File: config.mk
export PLATFORM = sky130hd
export DESIGN_NAME = alu_arbiter
export DESIGN_NICKNAME = d
export VERILOG_FILES = /design/src/rtl/alu_pkg.sv /design/src/rtl/rr_arb2.sv /design/src/rtl/alu_arbiter.sv
export SDC_FILE = /design/constraint.sdc
export NUM_CORES = 1
export LEC_CHECK = 0
export CAP_MARGIN = 10
export CORE_ASPECT_RATIO = 1.4
export CORE_MARGIN = 2
export CORE_UTILIZATION = 41
export CTS_BUF_LIST = sky130_fd_sc_hd__clkbuf_16
export DETAILED_ROUTE_END_ITERATION = 8
export PLACE_DENSITY = 0.86
export SYNTH_ARGS = -nofsm -noshare
export SYNTH_HDL_FRONTEND = slang
export SYNTH_SLANG_ARGS = --single-unit
File: constraint.sdc
create_clock -name clk -period 3.3 [get_ports clk]
set_clock_uncertainty 0.15 [all_clocks]
set_input_delay 0.33 -clock clk [delete_from_list [all_inputs] [get_ports clk]]
set_output_delay 0.33 -clock clk [all_outputs]
set_load 0.05 [all_outputs]
File: src/rtl/alu_pkg.sv
// Shared types and defaults for the two-client ALU arbiter.
package alu_pkg;

    localparam int unsigned DATA_W_DEF = 3;
    localparam int unsigned OP_W_DEF   = 2;
    localparam int unsigned RES_W_DEF  = 6;

    typedef enum logic {
        IDLE = 1'b0,
        WAIT = 1'b1
    } state_t;

    localparam logic CLI0 = 1'b0;
    localparam logic CLI1 = 1'b1;

endpackage

File: src/rtl/rr_arb2.sv
// Two-way round-robin grant; the previous winner loses a tie.
module rr_arb2
    import alu_pkg::*;
(
    input  logic valid0,
    input  logic valid1,
    input  logic last_grant,
    output logic grant,
    output logic grant_valid
);

    always_comb begin
        grant_valid = valid0 | valid1;
        grant       = CLI0;
        if (valid0 && valid1) begin
            grant = ~last_grant;
        end else if (valid1) begin
            grant = CLI1;
        end
    end

endmodule

File: src/rtl/alu_arbiter.sv
// Shares one registered ALU between two clients: round-robin accept,
// hold operands for ALU_LAT edges, then return a one-cycle result pulse.
module alu_arbiter
    import alu_pkg::*;
#(
    parameter int unsigned DATA_W  = DATA_W_DEF,
    parameter int unsigned OP_W    = OP_W_DEF,
    parameter int unsigned RES_W   = RES_W_DEF,
    parameter int unsigned ALU_LAT = 1
) (
    input  logic              clk,
    input  logic              rst,
    input  logic              req0_valid,
    output logic              req0_ready,
    input  logic [DATA_W-1:0] req0_a,
    input  logic [DATA_W-1:0] req0_b,
    input  logic [OP_W-1:0]   req0_op,
    input  logic              req1_valid,
    output logic              req1_ready,
    input  logic [DATA_W-1:0] req1_a,
    input  logic [DATA_W-1:0] req1_b,
    input  logic [OP_W-1:0]   req1_op,
    output logic              rsp_valid,
    output logic              rsp_id,
    output logic [RES_W-1:0]  rsp_res,
    output logic [DATA_W-1:0] alu_portA,
    output logic [DATA_W-1:0] alu_portB,
    output logic [OP_W-1:0]   alu_opcode,
    input  logic [RES_W-1:0]  alu_out,
    output logic              busy
);

    state_t     state, state_next;
    logic       last_grant;
    logic       grant;
    logic       grant_valid;
    logic       accept;
    logic       capture;
    logic [2:0] cnt;

    rr_arb2 u_arb (
        .valid0      (req0_valid),
        .valid1      (req1_valid),
        .last_grant  (last_grant),
        .grant       (grant),
        .grant_valid (grant_valid)
    );

    always_comb begin
        state_next = state;
        req0_ready = 1'b0;
        req1_ready = 1'b0;
        accept     = 1'b0;
        capture    = 1'b0;
        case (state)
            IDLE: begin
                req0_ready = grant_valid && (grant == CLI0) && req0_valid;
                req1_ready = grant_valid && (grant == CLI1) && req1_valid;
                accept     = req0_ready | req1_ready;
                if (accept) begin
                    state_next = WAIT;
                end
            end
            WAIT: begin
                if (cnt == 3'd0) begin
                    capture    = 1'b1;
                    state_next = IDLE;
                end
            end
            default: state_next = IDLE;
        endcase
    end

    always_ff @(posedge clk or negedge rst) begin
        if (!rst) begin
            state <= IDLE;
        end else begin
            state <= state_next;
        end
    end

    // cnt is loaded with ALU_LAT and reaches 0 after ALU_LAT edges, so the
    // capture edge lands ALU_LAT+1 edges after accept.
    always_ff @(posedge clk or negedge rst) begin
        if (!rst) begin
            alu_portA  <= '0;
            alu_portB  <= '0;
            alu_opcode <= '0;
            rsp_valid  <= 1'b0;
            rsp_id     <= 1'b0;
            rsp_res    <= '0;
            busy       <= 1'b0;
            cnt        <= '0;
            last_grant <= CLI1;
        end else begin
            rsp_valid <= capture;
            if (accept) begin
                if (grant == CLI0) begin
                    alu_portA  <= req0_a;
                    alu_portB  <= req0_b;
                    alu_opcode <= req0_op;
                end else begin
                    alu_portA  <= req1_a;
                    alu_portB  <= req1_b;
                    alu_opcode <= req1_op;
                end
                rsp_id     <= grant;
                last_grant <= grant;
                cnt        <= 3'(ALU_LAT);
                busy       <= 1'b1;
            end else if (capture) begin
                rsp_res <= alu_out;
                busy    <= 1'b0;
            end else if (state == WAIT) begin
                cnt <= cnt - 3'd1;
            end
        end
    end

endmodule

Word-level counts from Yosys, hierarchy flattened:

Cells that the tools add are included.
W data, S select, Z words.

* flip-flop bits (word level): 22
* input port bits: 26
* output and inout bits: 19
* word-level logic and storage cells: 46

* add/sub/neg operators: 1
* equality and inequality tests: 1
* mux-type cells: 18
* bitwise operators: 6
* reduce and logical (&&, ||, !) cells: 10

Operator list (number)
* $mux W3: 5
* $mux W1: 11
* $logic_and A1 B1 Y1: 5
* $not A1 Y1: 4
* $reduce_and A2 Y1: 2
* $reduce_bool A2 Y1: 2
* $logic_not A3 Y1: 1
* $sub A3 B1 Y3 const B: 1
* $mux W2: 1
* $ne A2 B2 Y1 const B: 1
* $or A1 B1 Y1: 2
* $pmux W1 S2: 1

Longest topological paths before layout:

Gate-level depths: netlist of the first run.

* depth after elaboration: 9
* mapped depth: 6
* depth with buffers taken out: 6

Hierarchy:

Synthesis of the first run repeated with hierarchy kept, for this count alone.

* cell total of the unflattened synthesis: 74
* area total of the unflattened synthesis: 1036.0 µm²

Modules (own cells, without submodules)
* alu_arbiter: instances 1, cells each 72, area each 1022.2 µm², sequential area each 551.8 µm²
* rr_arb2: instances 1, cells each 2, area each 13.8 µm², sequential area each 0.0 µm²

Worst setup path after synthesis of the first run:

Ideal clock, no wire load.

* path type: flip-flop to output port
* from: register last_grant
* to: output port req0_ready
* data arrival time: 1.258 ns
* data required time: 2.820 ns
* setup slack: 1.562 ns
* stages on the path, launching flop included: 4
* path buffers: 1
* cells stage by stage: dfstp_2 a21bo_1 buf_6 and3_1

* word-level cells in the longest chain between the ends: 6

RTL lines
* from (decl): RTL line alu_arbiter.sv:34 `logic last_grant;`
* from (signal assigned): RTL line alu_arbiter.sv:108 `last_grant <= grant;`
* $not A1 Y1: RTL line rr_arb2.sv:16 `grant = ~last_grant;`
* $mux W1: RTL line rr_arb2.sv:15 `if (valid0 && valid1) begin`
* $not A1 Y1
* $logic_and A1 B1 Y1 (2 in series): RTL line alu_arbiter.sv:57 `req0_ready = grant_valid && (grant == CLI0) && req0_valid;`
* $mux W1: RTL line alu_arbiter.sv:55 `case (state)`
* to (decl): RTL line alu_arbiter.sv:14 `output logic req0_ready,`

Every way passes these cells.

Final worst setup path of the first run:

* from: input port req0_valid
* to: output port req0_ready

* word-level cells in the longest chain between the ends: 6
* elaborated cells between the ends (all ways): 7
* those cells by class: mux (2); bitwise (2); reduce/logical (3)

RTL lines
* from (decl): RTL line alu_arbiter.sv:13 `input logic req0_valid,`
* $logic_and A1 B1 Y1: RTL line rr_arb2.sv:15
* $mux W1: RTL line rr_arb2.sv:15
* $not A1 Y1
* $logic_and A1 B1 Y1: RTL line alu_arbiter.sv:57
* $logic_and A1 B1 Y1 (*): RTL line alu_arbiter.sv:57
* $mux W1 (*): RTL line alu_arbiter.sv:55

Every way passes the cells marked *; elsewhere a longest branch is shown, timed or not.

==> results of run 1 <==
-- through the flow --
step / power, W / hold WS [ns] / utilization (%) / std cells
5_1_grt: 0.00180 / 0.364 / 67.6 / 157
6_report: 0.00171 / 0.341 / 67.6 / 157
2_1_floorplan: 0.00115 / -0.116 / - / 90
3_3_place_gp: 0.00143 / 0.314 / 64.0 / 153
3_5_place_dp: 0.00146 / 0.326 / 64.0 / 153
4_1_cts: 0.00172 / 0.338 / 67.6 / 157
-- cells in the final DEF, fill, tap and decap left out --
cell type / count
and3_1: 1
xnor2_1: 1
mux2_2: 6
a21o_1: 1
clkinv_1: 1
nor2_1: 10
clkbuf_16: 3
nand2_2: 1
dfstp_2: 1
a31oi_1: 1
nand3_1: 2
o21ai_1: 2
inv_1: 5
o21ba_1: 1
nor2_2: 1
clkdlybuf4s50_1: 44
o21bai_2: 1
nand2b_1: 1
dfrtp_1: 21
ha_1: 2
a21boi_4: 1
nand2_1: 10
a21oi_1: 17
a21bo_1: 1
-- routing by layer --
layer  part of all wire [%]  vias to the layer above  global-route usage [%]
met5                      0                        -                       0
met4                    3.9                        0                    11.8
met3                    6.2                        9                    3.23
met2                     55                       36                    35.1
met1                     35                      386                    20.6
li1                       -                      390                       -
-- final timing paths --
check	start	end	cells after the start
max in group asynchronous	rst	rsp_res[4]	1
setup / recovery	req0_valid	req0_ready	4
min in group asynchronous	rst	alu_opcode[0]	1
hold / removal	rsp_id	rsp_id	1
hold reg to reg	rsp_id	rsp_id	1
setup reg to reg	cnt[0]	rsp_res[2]	5
-- flip-flops by register name, summed over array words and instances (netlist names) --
signal,count
state,1
rsp_id,1
busy,1
alu_portB,3
last_grant,1
rsp_res,6
alu_portA,3
alu_opcode,2
cnt,3
rsp_valid,1
-- layout make-up --
cell class / instances / area, um2
clock inverter: 1 / 3.75
tap: 22 / 27.5
inverter: 5 / 18.8
timing repair buffer: 44 / 440
multi-input combinational: 60 / 370
sequential: 22 / 552
clock buffer: 3 / 75.1
fill: 154 / 714
-- critical path, stage by stage --
cell and delay, ns:
clkdlybuf4s50_1 0.63, a21bo_1 0.36, and3_1 0.20, clkdlybuf4s50_1 0.79
-- logic make-up (layout without fill, tap and decap cells) --
family          count (synthesis)  in the layout
flops                          22             22
simple gates                   26             26
mux                             6              6
fa+ha+maj                       2              2
compound gates                 25             25
buf+inv                         8             53
xor+xnor                        1              1
-- where the power goes --
group          internal [W]  leakage [nW]  switching, W  total, W
combinational      0.000351         0.372      0.000611  0.000963
sequential         0.000411         0.253     0.0000771  0.000488
clock              0.000162        0.0385     0.0000949  0.000257
==> results by group, run 1 <==
Run status
  – Status: finished clean

Logic synthesis
  – Yosys warning count: 0
  – Main combinational cell family by area after synthesis: compound AO/OA/AOI/OAI gates
  – Post-Syn Area: 971 um2
  – Synthesized-area fraction occupied by adder cells: 2.58%
  – Top_reg_cell synth: dfrtp_1
  – Post-synth top area share: 54.1%
  – XOR/XNOR Fraction of Synth Area: 0.902%
  – Seq cells post-synth: 22
  – Syn Nets: 118
  – Cell with the most instances after synthesis: dfrtp_1
  – Simple-gate area share of the yosys netlist: 11.3%
  – Compound-Gate Fraction of Synth Area: 16.4%
  – Async SR Flop Fraction: 100%
  – Mux contribution to synthesized area: 6.96%
  – Register area share after synthesis: 56.8%
  – Count of cell types in the netlist: 23
  – Synth area leaders: dfrtp_1 54%, a21oi_1 8.8%, mux2_2 7.0%
  – Number of enable flip-flop cells after synthesis: 0
  – Cell taking the most area after synthesis: dfrtp_1
  – Top cells by count, synth: 21 x dfrtp_1, 17 x a21oi_1, 10 x nand2_1, 10 x nor2_1, 6 x mux2_2
  – Post-Synthesis Cells: 90
  – Average size of a mapped cell: 10.8 um2

Final layout
  – Antenna cells: 0
  – Finished Cell Area: 1490 um2
  – Share of layout cells above drive strength 1: 10.4%
  – NumNets Final: 164
  – Area delta synth->final: 53.2%

Min path
  – Hold crit path type: reg2reg

Clock tree
  – Reg clk slew, reported paths: 0.06 ns
  – Clk_lat worst skew: 0.26 ns
  – H-tree depth: 1
  – Root Buffer: clkbuf_16
  – Post-CTS Resized: 0
  – Post-CTS Hold Fix Bufs: 0
  – Num CTS Buffers: 3
  – CTS tree: built
  – CTS max path bufs: 2
  – Post-CTS setup buffer count: 0
  – Clock Sinks: 22

Job
  – MaxCap Viol Count: 0

Placed design
  – GP Congestion: 0.724
  – Port Buf Inserts: 44
  – Post-place instance area: 1410 um2
  – Detailed placer's ending HPWL: 1.81 mm
  – Worst slack, placed: 0.520 ns

Worst setup path
  – WP data required: 2.82 ns
  – CP max FO: 10
  – CP Launch Type: input port
  – WS Path Type: in2out
  – Setup crit end kind: primary output
  – R2r setup slk: 1.71 ns
  – Worst Path Arrival: 2.31 ns

Timing
  – Slew HR: 36.3%
  – Setup TNS: 0 ns
  – RSZ-0062 raised after global routing: false
  – Final Hold Viols: 0
  – Worst-margin pin slew: 0.953 ns
  – Slew Viols, Final: 0
  – Fmax: 358 MHz
  – Final setup viols: 0
  – Setup WS post-layout: 0.507 ns
  – Period utilization: 84.6%
  – Minimum clock period: 2.79 ns

Drt
  – Detailed-route DRC error count: 0
  – Vias: 821
  – Final Routed Wirelength: 2.35 mm
  – Drt pass-1 iters: 4
  – Vias per Instance: 5.23
  – Drt wl/cell: 15.0 um
  – Antenna Nets Post-Route: 0
  – DRT iter0 DRCs: 11

Floorplanning
  – Die area: 2780 um2
  – Horiz. Die Dim: 45.1 um
  – Initial Util: 44.1%
  – I/O pins: 45
  – Die height: 61.6 um
  – FP Rows: 20
  – Placeable Area: 2200 um2

GRT
  – Gr ovfl total: 0
  – Initial antenna violation count: 0
  – Vias in the first global route: 837
  – Global-route wire length before repair: 3.71 mm
  – Largest net degree at the start of global routing: 23
  – Tot GR Track Use: 19.4%

Power and ir drop
  – VDD IR max: 669 uV
  – Cell area power density: 1150 nW/um2
  – Leak Pwr: 0.664 nW
Power figures use the tool's default switching activity.
==> run 2, diff against run 1 <==
--- a/config.mk
+++ b/config.mk
@@ -8,10 +8,10 @@
 export CAP_MARGIN = 10
 export CORE_ASPECT_RATIO = 1.4
 export CORE_MARGIN = 2
-export CORE_UTILIZATION = 41
+export CORE_UTILIZATION = 40
 export CTS_BUF_LIST = sky130_fd_sc_hd__clkbuf_16
 export DETAILED_ROUTE_END_ITERATION = 8
-export PLACE_DENSITY = 0.86
+export PLACE_DENSITY = 0.84
 export SYNTH_ARGS = -nofsm -noshare
 export SYNTH_HDL_FRONTEND = slang
 export SYNTH_SLANG_ARGS = --single-unit
==> constraint.sdc (replaced) <==
create_clock -name clk -period 2.8 [get_ports clk]
set_clock_uncertainty 0.15 [all_clocks]
set_input_delay 0.28 -clock clk [delete_from_list [all_inputs] [get_ports clk]]
set_output_delay 0.28 -clock clk [all_outputs]
set_load 0.05 [all_outputs]
==> results by group, run 2 (synthesized netlist as in run 1, its figures left out) <==
Timing
  – Final Hold Viols: 0 (unchanged)
  – Slew HR: 34.9% (was 36.3%)
  – Period utilization: 74.0%
  – Fmax: 483 MHz
  – Worst hold slack: 0.342 ns (was 0.341 ns)
  – Worst-margin pin slew: 0.973 ns (was 0.953 ns)
  – Setup TNS: 0 ns (unchanged)
  – Slew Viols, Final: 0 (unchanged)
  – Minimum clock period: 2.07 ns
  – RSZ-0062 raised after global routing: false (unchanged)
  – Final setup viols: 0 (unchanged)

Worst setup path
  – Setup crit end kind: primary output (unchanged)
  – WP data required: 2.37 ns (was 2.82 ns)
  – CP max FO: 10 (unchanged)
  – Crit-path max cell delay: 0.62 ns (was 0.79 ns)
  – CP Launch Type: input port (unchanged)
  – WS Path Type: in2out (unchanged)
  – Worst Path Arrival: 1.64 ns (was 2.31 ns)
  – R2r setup slk: 1.23 ns (was 1.71 ns)
  – Crit path cell chain: clkdlybuf4s50_1 > a21bo_1 > and3_1 > buf_12 (was clkdlybuf4s50_1 > a21bo_1 > and3_1 > clkdlybuf4s50_1)
  – CP max stage cell: clkdlybuf4s50_1 (unchanged)

Final layout
  – Filler cells: 180 (was 154)
  – Largest Register: rsp_res (unchanged)
  – Multi-input combinational cell area: 370 um2 (unchanged)
  – Commonest non-fill, non-tap cell in the layout: clkdlybuf4s50_1 (unchanged)
  – Share of layout cells above drive strength 1: 11.9% (was 10.4%)
  – NumNets Final: 164 (unchanged)
  – Seq. cell area: 552 um2 (unchanged)
  – Commonest non-fill, non-tap cells in the layout: 42 x clkdlybuf4s50_1, 21 x dfrtp_1, 17 x a21oi_1 (was 44 x clkdlybuf4s50_1, 21 x dfrtp_1, 17 x a21oi_1)
  – Finished Layout Cells: 158 (was 157)
  – Max FFs per register: 6 (unchanged)
  – Area delta synth->final: 54.1% (was 53.2%)
  – Finished Cell Area: 1500 um2 (was 1490 um2)
  – Antenna cells: 0 (unchanged)

Placed design
  – Port Buf Inserts: 44 (unchanged)
  – Detailed placer's ending HPWL: 1.79 mm (was 1.81 mm)
  – Placed cells: 154 (was 153)
  – GP Congestion: 0.760 (was 0.724)
  – Post-place instance area: 1420 um2 (was 1410 um2)

Clock tree
  – Post-CTS Resized: 0 (unchanged)
  – CTS max path bufs: 2 (unchanged)
  – Clk_lat worst skew: 0.25 ns (was 0.26 ns)
  – Num CTS Buffers: 3 (unchanged)
  – Clock Sinks: 22 (unchanged)
  – Post-CTS Hold Fix Bufs: 0 (unchanged)
  – Root Buffer: clkbuf_16 (unchanged)
  – H-tree depth: 1 (unchanged)
  – CTS tree: built (unchanged)
  – Post-CTS setup buffer count: 0 (unchanged)
  – Reg clk slew, reported paths: 0.06 ns (about the same)

Power and ir drop
  – Cell-internal power: 0.00109 W (was 0.000924 W)
  – VDD IR max: 667 uV (was 669 uV)
  – Comb power frac: 56.4% (about the same)
  – Flop pwr share: 28.8% (was 28.6%)
  – Net Sw Frac: 46.0% (was 45.9%)
  – Design Power: 0.00202 W (was 0.00171 W)
  – Cell area power density: 1350 nW/um2 (was 1150 nW/um2)
  – Leak Pwr: 0.671 nW (was 0.664 nW)
  – Switch Pwr: 0.000932 W (was 0.000783 W)
  – Clock power share: 14.8% (was 15.0%)

Run status
  – Status: finished clean (unchanged)

Drt
  – Antenna Nets Post-Route: 0 (unchanged)
  – Vias: 827 (was 821)
  – Drt wl/cell: 14.8 um (was 15.0 um)
  – Detailed-route DRC error count: 0 (unchanged)
  – DRT iter0 DRCs: 12 (was 11)
  – Drt pass-1 iters: 4 (unchanged)
  – Vias per Instance: 5.23 (about the same)
  – Final Routed Wirelength: 2.34 mm (was 2.35 mm)

Floorplanning
  – FP Rows: 21 (was 20)
  – I/O pins: 45 (unchanged)
  – Initial Util: 41.5% (was 44.1%)
  – Horiz. Die Dim: 45.6 um (was 45.1 um)
  – Die height: 62.3 um (was 61.6 um)
  – Die area: 2840 um2 (was 2780 um2)
  – Placeable Area: 2340 um2 (was 2200 um2)

GRT
  – Tot GR Track Use: 18.2% (was 19.4%)
  – Global-route wire length before repair: 3.84 mm (was 3.71 mm)
  – Initial antenna violation count: 0 (unchanged)
  – Largest net degree at the start of global routing: 23 (unchanged)
  – Vias in the first global route: 877 (was 837)
  – Gr ovfl total: 0 (unchanged)

Job
  – MaxCap Viol Count: 0 (unchanged)

Min path
  – Hold crit path type: reg2reg (unchanged)
-- run 2: cell types whose count changed in the layout (fill, tap and decap cells not counted), sizes merged --
cell,delta
buf,+2
clkdlybuf4s50,-2
-- run 2: stage by stage --
| stage | util [%] | setup slack [ns] |
|---|---|---|
| after floorplan | - | 1.11 |
| after global placement | 60.6 | 0.758 |
| after detailed placement | 60.6 | 0.690 |
| after CTS | 64.0 | 0.720 |
| after global routing | 64.0 | 0.628 |
| final | 64.0 | 0.728 |
-- run 2: final cells by class --
cell class	count	area share, %
flip-flops and latches	22	36.9
repair buffers	44	29.9
multi-input cells	60	24.7
clock buffers	3	5.02
well taps	23	1.92
inverters	5	1.25
clock inverters	1	0.251
-- run 2: metal layers --
metal,track usage [%],vias to the layer above,wire (um)
li1,-,393,-
met1,20.9,394,863
met2,29.9,32,1240
met3,4.94,8,161
met4,8.46,0,80
met5,0,-,0
-- run 2: final timing paths --
kind,startpoint,endpoint,cells past startpoint
setup reg to reg,cnt[0],rsp_res[1],5
hold reg to reg,rsp_id,rsp_id,1
setup / recovery,req0_valid,req0_ready,4
max in group asynchronous,rst,alu_opcode[0],1
min in group asynchronous,rst,rsp_res[5],1
hold / removal,rsp_id,rsp_id,1
-- run 2: power by group through the flow --
| stage | logic [W] | registers, W | clock network (W) |
|---|---|---|---|
| 2_1_floorplan | 0.000361 | 0.000999 | 0 |
| 3_3_place_gp | 0.00112 | 0.000574 | 0 |
| 3_5_place_dp | 0.00115 | 0.000585 | 0 |
| 4_1_cts | 0.00115 | 0.000584 | 0.000304 |
| 5_1_grt | 0.00121 | 0.000600 | 0.000316 |
| 6_report | 0.00114 | 0.000583 | 0.000300 |
-- run 2: critical path: cells and delay by family --
kind | cells | cell delay [ns]
buf+inv | 2 | 0.77
compound gates | 1 | 0.34
simple gates | 1 | 0.25
==> run 3, diff against run 2 <==
--- a/config.mk
+++ b/config.mk
@@ -8,10 +8,10 @@
 export CAP_MARGIN = 10
 export CORE_ASPECT_RATIO = 1.4
 export CORE_MARGIN = 2
-export CORE_UTILIZATION = 40
+export CORE_UTILIZATION = 36
 export CTS_BUF_LIST = sky130_fd_sc_hd__clkbuf_16
 export DETAILED_ROUTE_END_ITERATION = 8
-export PLACE_DENSITY = 0.84
+export PLACE_DENSITY = 0.8
 export SYNTH_ARGS = -nofsm -noshare
 export SYNTH_HDL_FRONTEND = slang
 export SYNTH_SLANG_ARGS = --single-unit
==> constraint.sdc (replaced) <==
create_clock -name clk -period 1.85 [get_ports clk]
set_clock_uncertainty 0.15 [all_clocks]
set_input_delay 0.185 -clock clk [delete_from_list [all_inputs] [get_ports clk]]
set_output_delay 0.185 -clock clk [all_outputs]
set_load 0.05 [all_outputs]
==> results by group, run 3 (synthesized netlist as in run 1, its figures left out) <==
Final layout
  – Share of layout cells above drive strength 1: 15.7% (was 11.9%)
  – Antenna cells: 0 (unchanged)
  – Max FFs per register: 6 (unchanged)
  – Seq. cell area: 552 um2 (unchanged)
  – NumNets Final: 169 (was 164)
  – Commonest non-fill, non-tap cells in the layout: 42 x clkdlybuf4s50_1, 21 x dfrtp_1, 17 x a21oi_1 (unchanged)
  – Filler cells: 218 (was 180)
  – Commonest non-fill, non-tap cell in the layout: clkdlybuf4s50_1 (unchanged)
  – Multi-input combinational cell area: 370 um2 (unchanged)
  – Area delta synth->final: 63.7% (was 54.1%)
  – Largest Register: rsp_res (unchanged)
  – Finished Layout Cells: 176 (was 158)

Timing
  – Setup WS post-layout: 0.0713 ns (was 0.728 ns)
  – Worst hold slack: 0.124 ns (was 0.342 ns)
  – RSZ-0062 raised after global routing: false (unchanged)
  – Minimum clock period: 1.78 ns
  – Fmax: 562 MHz
  – Period utilization: 96.1%
  – Final setup viols: 0 (unchanged)
  – Final Hold Viols: 0 (unchanged)
  – Slew HR: 62.8% (was 34.9%)
  – Slew Viols, Final: 0 (unchanged)
  – Setup TNS: 0 ns (unchanged)
  – Worst-margin pin slew: 0.556 ns (was 0.973 ns)

Clock tree
  – CTS max path bufs: 2 (unchanged)
  – Reg clk slew, reported paths: 0.06 ns (about the same)
  – Num CTS Buffers: 3 (unchanged)
  – CTS tree: built (unchanged)
  – Post-CTS Hold Fix Bufs: 0 (unchanged)
  – Clock Sinks: 22 (unchanged)
  – Post-CTS setup buffer count: 0 (unchanged)
  – Post-CTS Resized: 0 (unchanged)
  – Root Buffer: clkbuf_16 (unchanged)
  – Clk_lat worst skew: 0.25 ns (about the same)
  – H-tree depth: 1 (unchanged)

Run status
  – Status: finished clean (unchanged)

Power and ir drop
  – Cell area power density: 2040 nW/um2 (was 1350 nW/um2)
  – Leak Pwr: 0.710 nW (was 0.671 nW)
  – VDD IR max: 837 uV (was 667 uV)

Drt
  – Drt wl/cell: 13.2 um (was 14.8 um)
  – Vias: 851 (was 827)
  – Antenna Nets Post-Route: 0 (unchanged)
  – Vias per Instance: 4.84 (was 5.23)
  – DRT iter0 DRCs: 14 (was 12)
  – Final Routed Wirelength: 2.32 mm (was 2.34 mm)
  – Detailed-route DRC error count: 0 (unchanged)
  – Drt pass-1 iters: 4 (unchanged)

Floorplanning
  – FP Rows: 22 (was 21)
  – Die height: 65.4 um (was 62.3 um)
  – I/O pins: 45 (unchanged)
  – Placeable Area: 2590 um2 (was 2340 um2)
  – Die area: 3130 um2 (was 2840 um2)
  – Initial Util: 37.5% (was 41.5%)
  – Horiz. Die Dim: 47.9 um (was 45.6 um)

Worst setup path
  – CP max stage cell: clkdlybuf4s50_1 (unchanged)
  – Crit path launch: alu_opcode[1] (was req0_valid)
  – Crit path cell chain: clkdlybuf4s50_1 (was clkdlybuf4s50_1 > a21bo_1 > and3_1 > buf_12)
  – Worst Path Arrival: 1.44 ns (was 1.64 ns)
  – WP data required: 1.51 ns (was 2.37 ns)
  – CP Launch Type: flop (was input port)
  – Crit path buf inv count: 1 (was 2)
  – CP top delay family: buffers and inverters (unchanged)
  – Crit-path max cell delay: 0.83 ns (was 0.62 ns)
  – R2r setup slk: 0.29 ns (was 1.23 ns)
  – RR Startpoint: cnt[0] (unchanged)
  – Setup crit end kind: primary output (unchanged)
  – CP max FO: 2 (was 10)
  – Worst Reg-to-Reg Cells: 5 (unchanged)
  – Worst R2R End: rsp_res[2] (was rsp_res[1])
  – WS Path Type: reg2out (was in2out)

Job
  – MaxCap Viol Count: 0 (unchanged)

GRT
  – Tot GR Track Use: 17.3% (was 18.2%)
  – Gr ovfl total: 0 (unchanged)
  – Vias in the first global route: 889 (was 877)
  – Initial antenna violation count: 0 (unchanged)
  – Largest net degree at the start of global routing: 23 (unchanged)
  – Global-route wire length before repair: 3.88 mm (was 3.84 mm)

Min path
  – Hold crit path type: in2async (was reg2reg)

Placed design
  – Placed cells: 172 (was 154)
  – Detailed placer's ending HPWL: 1.78 mm (was 1.79 mm)
  – GP Congestion: 0.717 (was 0.760)
  – Worst slack, placed: 0.142 ns (was 0.690 ns)
  – Port Buf Inserts: 44 (unchanged)
[run 3: changes by cell type in the layout (fill, tap and decap cells not counted), sizes merged]
cell / before / now
clkinv: 1 / 0
buf: 2 / 7
bufinv: 0 / 1
[run 3: cell type report]
| class | count | share of cell area, % |
|---|---|---|
| Timing Repair Buffer | 49 | 31.3 |
| Inverter | 5 | 1.18 |
| Multi-Input combinational cell | 60 | 23.3 |
| Tap cell | 36 | 2.83 |
| Clock buffer | 3 | 4.72 |
| Clock inverter | 1 | 1.89 |
| Sequential cell | 22 | 34.7 |
[run 3: report_power, final]
| group | switching (W) | internal [W] | total, W |
|---|---|---|---|
| clock network | 0.000163 | 0.000429 | 0.000592 |
| registers | 0.000139 | 0.000733 | 0.000871 |
| logic | 0.00111 | 0.000672 | 0.00178 |
| total | 0.00141 | 0.00183 | 0.00325 |
[run 3: how the worst max path moves through the flow]
stage	endpoint	slack, ns	cells after the start
floorplan	req0_ready	0.26	3
global placement	req0_ready	0.17	4
detailed placement	req0_ready	0.14	4
CTS	alu_opcode[1]	0.07	1
global route	alu_opcode[1]	0.03	1
finish	alu_opcode[1]	0.07	1
[run 3: stage by stage]
step	power, W	instance area [um2]	util (%)
detailed placement	0.00267	1480	57.4
floorplan	0.00206	971	-
global route	0.00343	1590	61.4
CTS	0.00328	1590	61.4
global placement	0.00262	1480	57.4
finish	0.00325	1590	61.4
[run 3: per-layer routing]
metal  vias up  wire length [um]  GRT usage, %  share of wire [%]
met5         -                 0             0                  0
met1       416               873          19.3                 38
met4         0                71          9.46                3.1
li1        404                 -             -                  -
met3         7                95          3.02                4.1
met2        24              1280          29.2                 55
